===== src/rtl/data_mem_responder_if.sv =====
// Load/store port bundle between the core (master) and the wait-state data memory (slave).
interface data_mem_responder_if #(
  parameter int ADDR_W = 7
) ();
  logic              mem_req;
  logic              mem_we;
  logic [ADDR_W-1:0] mem_addr;
  logic [31:0]       mem_wdata;
  logic              mem_ready;
  logic [31:0]       mem_rdata;
  logic              mem_err;
  logic              busy;

  modport master (
    output mem_req, mem_we, mem_addr, mem_wdata,
    input  mem_ready, mem_rdata, mem_err, busy
  );

  modport slave (
    input  mem_req, mem_we, mem_addr, mem_wdata,
    output mem_ready, mem_rdata, mem_err, busy
  );
endinterface


===== src/rtl/data_mem_responder.sv =====
// Wait-state word memory: accepts one request, waits WAIT_CYCLES, then answers with a
// one-cycle ready pulse carrying read data or an error for misaligned/out-of-range addresses.
module data_mem_responder #(
  parameter int DEPTH_WORDS = 32,
  parameter int ADDR_W      = 7,
  parameter int WAIT_CYCLES = 2
) (
  input logic               clk,
  input logic               reset,
  data_mem_responder_if.slave bus
);

  localparam int         IDX_W     = (DEPTH_WORDS > 1) ? $clog2(DEPTH_WORDS) : 1;
  localparam logic [3:0] WAIT_INIT = (WAIT_CYCLES == 0) ? 4'd0 : 4'(WAIT_CYCLES - 1);

  typedef enum logic [1:0] {
    S_IDLE,
    S_WAIT,
    S_RESP
  } state_t;

  state_t            state;
  logic [3:0]        cnt;

  logic              lat_we;
  logic [ADDR_W-1:0] lat_addr;
  logic [31:0]       lat_wdata;

  logic [31:0]       mem [DEPTH_WORDS];

  logic              fire;
  logic              acc_we;
  logic [ADDR_W-1:0] acc_addr;
  logic [31:0]       acc_wdata;
  logic              acc_err;
  logic              wr_en;
  logic [IDX_W-1:0]  widx;
  logic [31:0]       rd_word;

  logic              ready_r;
  logic              err_r;
  logic              busy_r;
  logic [31:0]       rdata_r;

  function automatic logic access_err(input logic [ADDR_W-1:0] a);
    logic [ADDR_W-3:0] idx;
    idx = a[ADDR_W-1:2];
    return (a[1:0] != 2'b00) || (int'(idx) >= DEPTH_WORDS);
  endfunction

  // With zero wait cycles the access happens on the accepting edge, so the live
  // request fields are used instead of the not-yet-written latched copies.
  always_comb begin
    fire      = 1'b0;
    acc_we    = lat_we;
    acc_addr  = lat_addr;
    acc_wdata = lat_wdata;
    case (state)
      S_IDLE: begin
        fire      = bus.mem_req && (WAIT_CYCLES == 0);
        acc_we    = bus.mem_we;
        acc_addr  = bus.mem_addr;
        acc_wdata = bus.mem_wdata;
      end
      S_WAIT:  fire = (cnt == 4'd0);
      default: fire = 1'b0;
    endcase
    acc_err = access_err(acc_addr);
    widx    = acc_addr[IDX_W+1:2];
    wr_en   = fire && acc_we && !acc_err;
    rd_word = mem[widx];
  end

  always_ff @(posedge clk or posedge reset) begin
    if (reset) begin
      for (int i = 0; i < DEPTH_WORDS; i++) mem[i] <= '0;
    end else if (wr_en) begin
      mem[widx] <= acc_wdata;
    end
  end

  always_ff @(posedge clk) begin
    if (state == S_IDLE && bus.mem_req) begin
      lat_we    <= bus.mem_we;
      lat_addr  <= bus.mem_addr;
      lat_wdata <= bus.mem_wdata;
    end
  end

  always_ff @(posedge clk or posedge reset) begin
    if (reset) begin
      state   <= S_IDLE;
      cnt     <= 4'd0;
      ready_r <= 1'b0;
      err_r   <= 1'b0;
      busy_r  <= 1'b0;
      rdata_r <= '0;
    end else begin
      case (state)
        S_IDLE: begin
          ready_r <= 1'b0;
          err_r   <= 1'b0;
          if (bus.mem_req) begin
            busy_r <= 1'b1;
            state  <= S_WAIT;
            cnt    <= WAIT_INIT;
          end
        end
        S_WAIT: begin
          if (cnt != 4'd0) cnt <= cnt - 4'd1;
        end
        S_RESP: begin
          state   <= S_IDLE;
          ready_r <= 1'b0;
          err_r   <= 1'b0;
          busy_r  <= 1'b0;
        end
        default: state <= S_IDLE;
      endcase
      if (fire) begin
        state   <= S_RESP;
        ready_r <= 1'b1;
        err_r   <= acc_err;
        if (acc_err)     rdata_r <= '0;
        else if (acc_we) rdata_r <= acc_wdata;
        else             rdata_r <= rd_word;
      end
    end
  end

  assign bus.mem_ready = ready_r;
  assign bus.mem_err   = err_r;
  assign bus.busy      = busy_r;
  assign bus.mem_rdata = rdata_r;

endmodule


===== src/flat_wrapper.sv =====
// flat-port wrapper written by rule: the top's interface ports become plain ports
module data_mem_responder_flat 
#(
  parameter int DEPTH_WORDS = 32,
  parameter int ADDR_W      = 7,
  parameter int WAIT_CYCLES = 2
)
  (clk, reset, bus_mem_req, bus_mem_we, bus_mem_addr, bus_mem_wdata, bus_mem_ready, bus_mem_rdata, bus_mem_err, bus_busy);
  data_mem_responder_if #(.ADDR_W(ADDR_W)) bus_i ();
  input logic clk;
  input logic reset;
  input wire logic [$bits(bus_i.mem_req)-1:0] bus_mem_req;
  input wire logic [$bits(bus_i.mem_we)-1:0] bus_mem_we;
  input wire logic [$bits(bus_i.mem_addr)-1:0] bus_mem_addr;
  input wire logic [$bits(bus_i.mem_wdata)-1:0] bus_mem_wdata;
  output wire logic [$bits(bus_i.mem_ready)-1:0] bus_mem_ready;
  output wire logic [$bits(bus_i.mem_rdata)-1:0] bus_mem_rdata;
  output wire logic [$bits(bus_i.mem_err)-1:0] bus_mem_err;
  output wire logic [$bits(bus_i.busy)-1:0] bus_busy;
  assign bus_i.mem_req = bus_mem_req;
  assign bus_i.mem_we = bus_mem_we;
  assign bus_i.mem_addr = bus_mem_addr;
  assign bus_i.mem_wdata = bus_mem_wdata;
  assign bus_mem_ready = bus_i.mem_ready;
  assign bus_mem_rdata = bus_i.mem_rdata;
  assign bus_mem_err = bus_i.mem_err;
  assign bus_busy = bus_i.busy;
  data_mem_responder #(.DEPTH_WORDS(DEPTH_WORDS), .ADDR_W(ADDR_W), .WAIT_CYCLES(WAIT_CYCLES)) u_core (.clk(clk), .reset(reset), .bus(bus_i));
endmodule

===== config.mk =====
export PLATFORM = sky130hd
export DESIGN_NAME = data_mem_responder_flat
export DESIGN_NICKNAME = d
export VERILOG_FILES = /design/src/rtl/data_mem_responder_if.sv /design/src/rtl/data_mem_responder.sv /design/src/flat_wrapper.sv
export SDC_FILE = /design/constraint.sdc
export NUM_CORES = 2
export LEC_CHECK = 0
export ABC_AREA = 0
export CORE_ASPECT_RATIO = 1.5
export CORE_MARGIN = 8
export CORE_UTILIZATION = 40
export CTS_CLUSTER_DIAMETER = 30
export CTS_CLUSTER_SIZE = 12
export DETAILED_ROUTE_END_ITERATION = 10
export PLACE_DENSITY = 0.63
export SETUP_SLACK_MARGIN = 0.15
export SYNTH_ARGS = -nofsm -noshare
export SYNTH_HDL_FRONTEND = slang
export SYNTH_SLANG_ARGS = --single-unit

===== constraint.sdc =====
create_clock -name clk -period 83.6 [get_ports clk]
set_input_delay 16.72 -clock clk [delete_from_list [all_inputs] [get_ports clk]]
set_output_delay 16.72 -clock clk [all_outputs]
set_load 0.01 [all_outputs]

==> impl_metrics.py <==
metrics = {
    "outcome": {
        "status": "finished, final reports clean",
    },
    "layout": {
        "register_area_mm2": 0.02785,
        "fin_cells": 6164,
        "fin_util_pct": 46.64,
        "multi_input_area_mm2": 0.01581,
        "area_delta_synth_final_pct": 16.12,
        "n_fill_cell": 10390,
        "drive_above_1_share_pct": 9.512,
        "layout.nets": 4630,
    },
    "placement": {
        "dp_cells": 5885,
        "hpwlAfterDp_mm": 78.59,
        "gp_congestion": 0.7819,
        "portBuffers": 77,
    },
    "drt": {
        "ant_nets": 0,
        "via_count": 36020,
        "met3_wirelength_mm": 9.760,
        "route.detailed.drc": 0,
        "topRoutingLayerUsed": "met5",
        "vias_per_cell": 5.843,
        "detail_route.wirelength.met1_mm": 61.39,
        "drt_wl_total_mm": 147.8,
        "first_pass_iters": 6,
        "post_drt_wl_per_cell_um": 23.98,
        "wl_met2_mm": 70.99,
        "drtIter0Drc": 3575,
    },
    "hold_path": {
        "min_path_type": "reg -> reg",
    },
    "timing": {
        "rsz0062_at_grt": "no",
        "max-slew-margin-rel_pct": 16.34,
        "finalSetupViolations": 0,
        "hold_slack_ns": 0.4775,
        "fmax_mhz": 49.17,
        "worst_pin_slew_ns": 1.255,
        "skew_ns": 0.02792,
        "hold_viol_final": 0,
        "setup-tns-final_ns": 0,
        "drv_slew": 0,
        "fin_crit_sh_pct": 24.33,
        "period_needed_ns": 20.34,
    },
    "power": {
        "power_leakage_uw": 0.02271,
        "p_per_area_mw_per_mm2": 33.29,
        "total_power_uw": 1745,
        "vdd_drop_max_v": 0.00002504,
    },
    "floorplan": {
        "core_area_mm2": 0.1124,
        "die_x_um": 290.3,
        "start_util_pct": 40.17,
        "rows": 151,
        "die_area_mm2": 0.1241,
        "die_h_um": 427.5,
        "pin_count": 78,
    },
    "cts": {
        "clock-sinks": 1105,
        "cts_tree": "done",
        "clk_latency_ns": 0.77,
        "cts.clk_slew.worst_paths_ns": 0.06,
        "cts_buffers": 151,
        "cts_htree_levels": 4,
        "hold_buffers": 0,
        "cts-root-buf": "clkbuf_16",
        "cts_resized": 0,
        "cts_setup_buffers": 0,
        "clock_path_buffers": 3,
    },
    "synth": {
        "synth_edf_count": 40,
        "yosys-top-cells-count": "o21ai_0 (1267), dfrtp_1 (1065), nand2_1 (1061), o22ai_1 (512), clkbuf_1 (361)",
        "synth_top_area_cell": "dfrtp_1",
        "yosys_most_used_dff": "dfrtp_1",
        "synth-seq-cells": 1105,
        "avgSynthCellArea_um2": 9.603,
        "synth_most_common_cell": "o21ai_0",
        "netlist_area_mm2": 0.04515,
        "seq_area_frac_synth_pct": 61.68,
        "syn_inst": 4702,
        "synth-async-reset-ratio_pct": 96.38,
        "synth_area_leaders": "dfrtp_1 (59%), o21ai_0 (14%), nand2_1 (8.8%)",
        "ys_types": 36,
        "synth_top_cell_area_share_pct": 59.02,
        "yosysWarnings": 0,
        "synth_nets": 4747,
    },
    "worst_setup_path": {
        "critPathLaunchType": "input port",
        "crit_required_ns": 84.27,
        "criticalPathCategory": "in -> reg",
        "end_kind": "flop",
        "critPathMaxFanout": 70,
        "arrival_ns": 21.01,
    },
    "global_route": {
        "antenna_found_initial": 2,
        "grt_pass1_wl_mm": 225.4,
        "grt_pass1_vias": 35660,
        "grt_max_degree": 194,
        "overflow": 0,
        "grt_usage_pct": 23.56,
    },
    "job": {
        "maxCapViolCount": 0,
    },
}
-- layout make-up --
cell class                      count  area share (%)
Timing Repair Buffer              181           3.007
Clock inverter                     80           1.957
Multi-Input combinational cell   3136           30.15
Sequential cell                  1105           53.12
Antenna cell                        1        0.004773
Clock buffer                      198           8.207
Tap cell                         1453           3.467
Inverter                           10         0.08591
-- worst paths after layout --
check | from | to | slack, ns | depth (start not counted)
max | bus_mem_addr[3] | u_core.bus.mem_rdata[2]$_DFFE_PP0P_ | 63.26 | 11
min | u_core.mem[960]$_DFFE_PP0P_ | u_core.mem[960]$_DFFE_PP0P_ | 0.48 | 2
max reg2reg | u_core.state[0]$_DFFE_PP0P_ | u_core.mem[64]$_DFFE_PP0P_ | 78.53 | 9
min reg2reg | u_core.mem[960]$_DFFE_PP0P_ | u_core.mem[960]$_DFFE_PP0P_ | 0.48 | 2
max in group asynchronous | reset | u_core.mem[45]$_DFFE_PP0P_ | 63.70 | 5
min in group asynchronous | reset | u_core.cnt[2]$_DFFE_PP0P_ | 16.54 | 2
-- critical path, stage by stage --
cell and delay (ns):
clkdlybuf4s50_1 0.56, nor4_1 0.11, a31oi_4 0.16, buf_4 0.68, buf_4 0.94, buf_4 0.85
o22ai_1 0.16, o21ai_0 0.23, and4_1 0.25, nand3_1 0.08, o21ai_0 0.16
-- flip-flops by register name (all words and copies together) (netlist names) --
name / cells
u_core.mem: 1024
u_core.bus.mem_rdata: 32
u_core.lat_wdata: 32
u_core.lat_addr: 7
u_core.cnt: 4
u_core.state: 2
u_core.bus.busy: 1
u_core.bus.mem_err: 1
u_core.bus.mem_ready: 1
u_core.lat_we: 1
-- layer usage --
metal	up-vias	GRT usage, %
met3	336	4.021
li1	16400	-
met5	-	0
met1	17930	30.33
met4	2	9.581
met2	1352	39.50
-- cells in the final DEF (no fill, tap or decap), drive strengths merged, types with 2 or more instances in the layout --
cell type | Yosys | routed
nand2b | 2 | 2
bufinv | 0 | 18
and2 | 3 | 3
clkbuf | 361 | 198
a31oi | 7 | 7
and4 | 32 | 32
edfxtp | 40 | 40
inv | 10 | 27
o21ai | 1316 | 1316
dfrtp | 1065 | 1065
nor2 | 12 | 12
nand2 | 1061 | 1061
clkinv | 0 | 26
clkinvlp | 0 | 19
a21oi | 36 | 36
buf | 90 | 104
o22ai | 512 | 512
clkdlybuf4s50 | 0 | 77
ha | 2 | 2
nand3 | 65 | 65
mux2i | 34 | 34
nor4b | 4 | 4
nor4 | 38 | 38
nor3 | 2 | 2
or2 | 2 | 2
-- kinds of logic after synthesis --
family / after synthesis / share of synthesized area [%]
simple gates: 1226 / 11.21
buf+inv: 461 / 4.035
fa+ha+maj: 2 / 0.05541
flops: 1105 / 61.68
xor+xnor: 1 / 0.01940
compound gates: 1872 / 22.21
mux: 35 / 0.7870
-- where the power goes --
part / total (µW) / leakage (µW) / internal [µW] / switching (µW)
logic: 450 / 0.00495 / 140 / 310
clock network: 672 / 0.00256 / 421 / 250
registers: 624 / 0.0152 / 589 / 34.9
-- through the flow --
step	setup slack, ns	cell area (µm²)
after global routing	63.02	52430
after global placement	62.56	47100
after detailed placement	62.55	47100
final	63.26	52430
after floorplan	36.90	45150
after CTS	63.35	52430
Power figures use the tool's default switching activity.
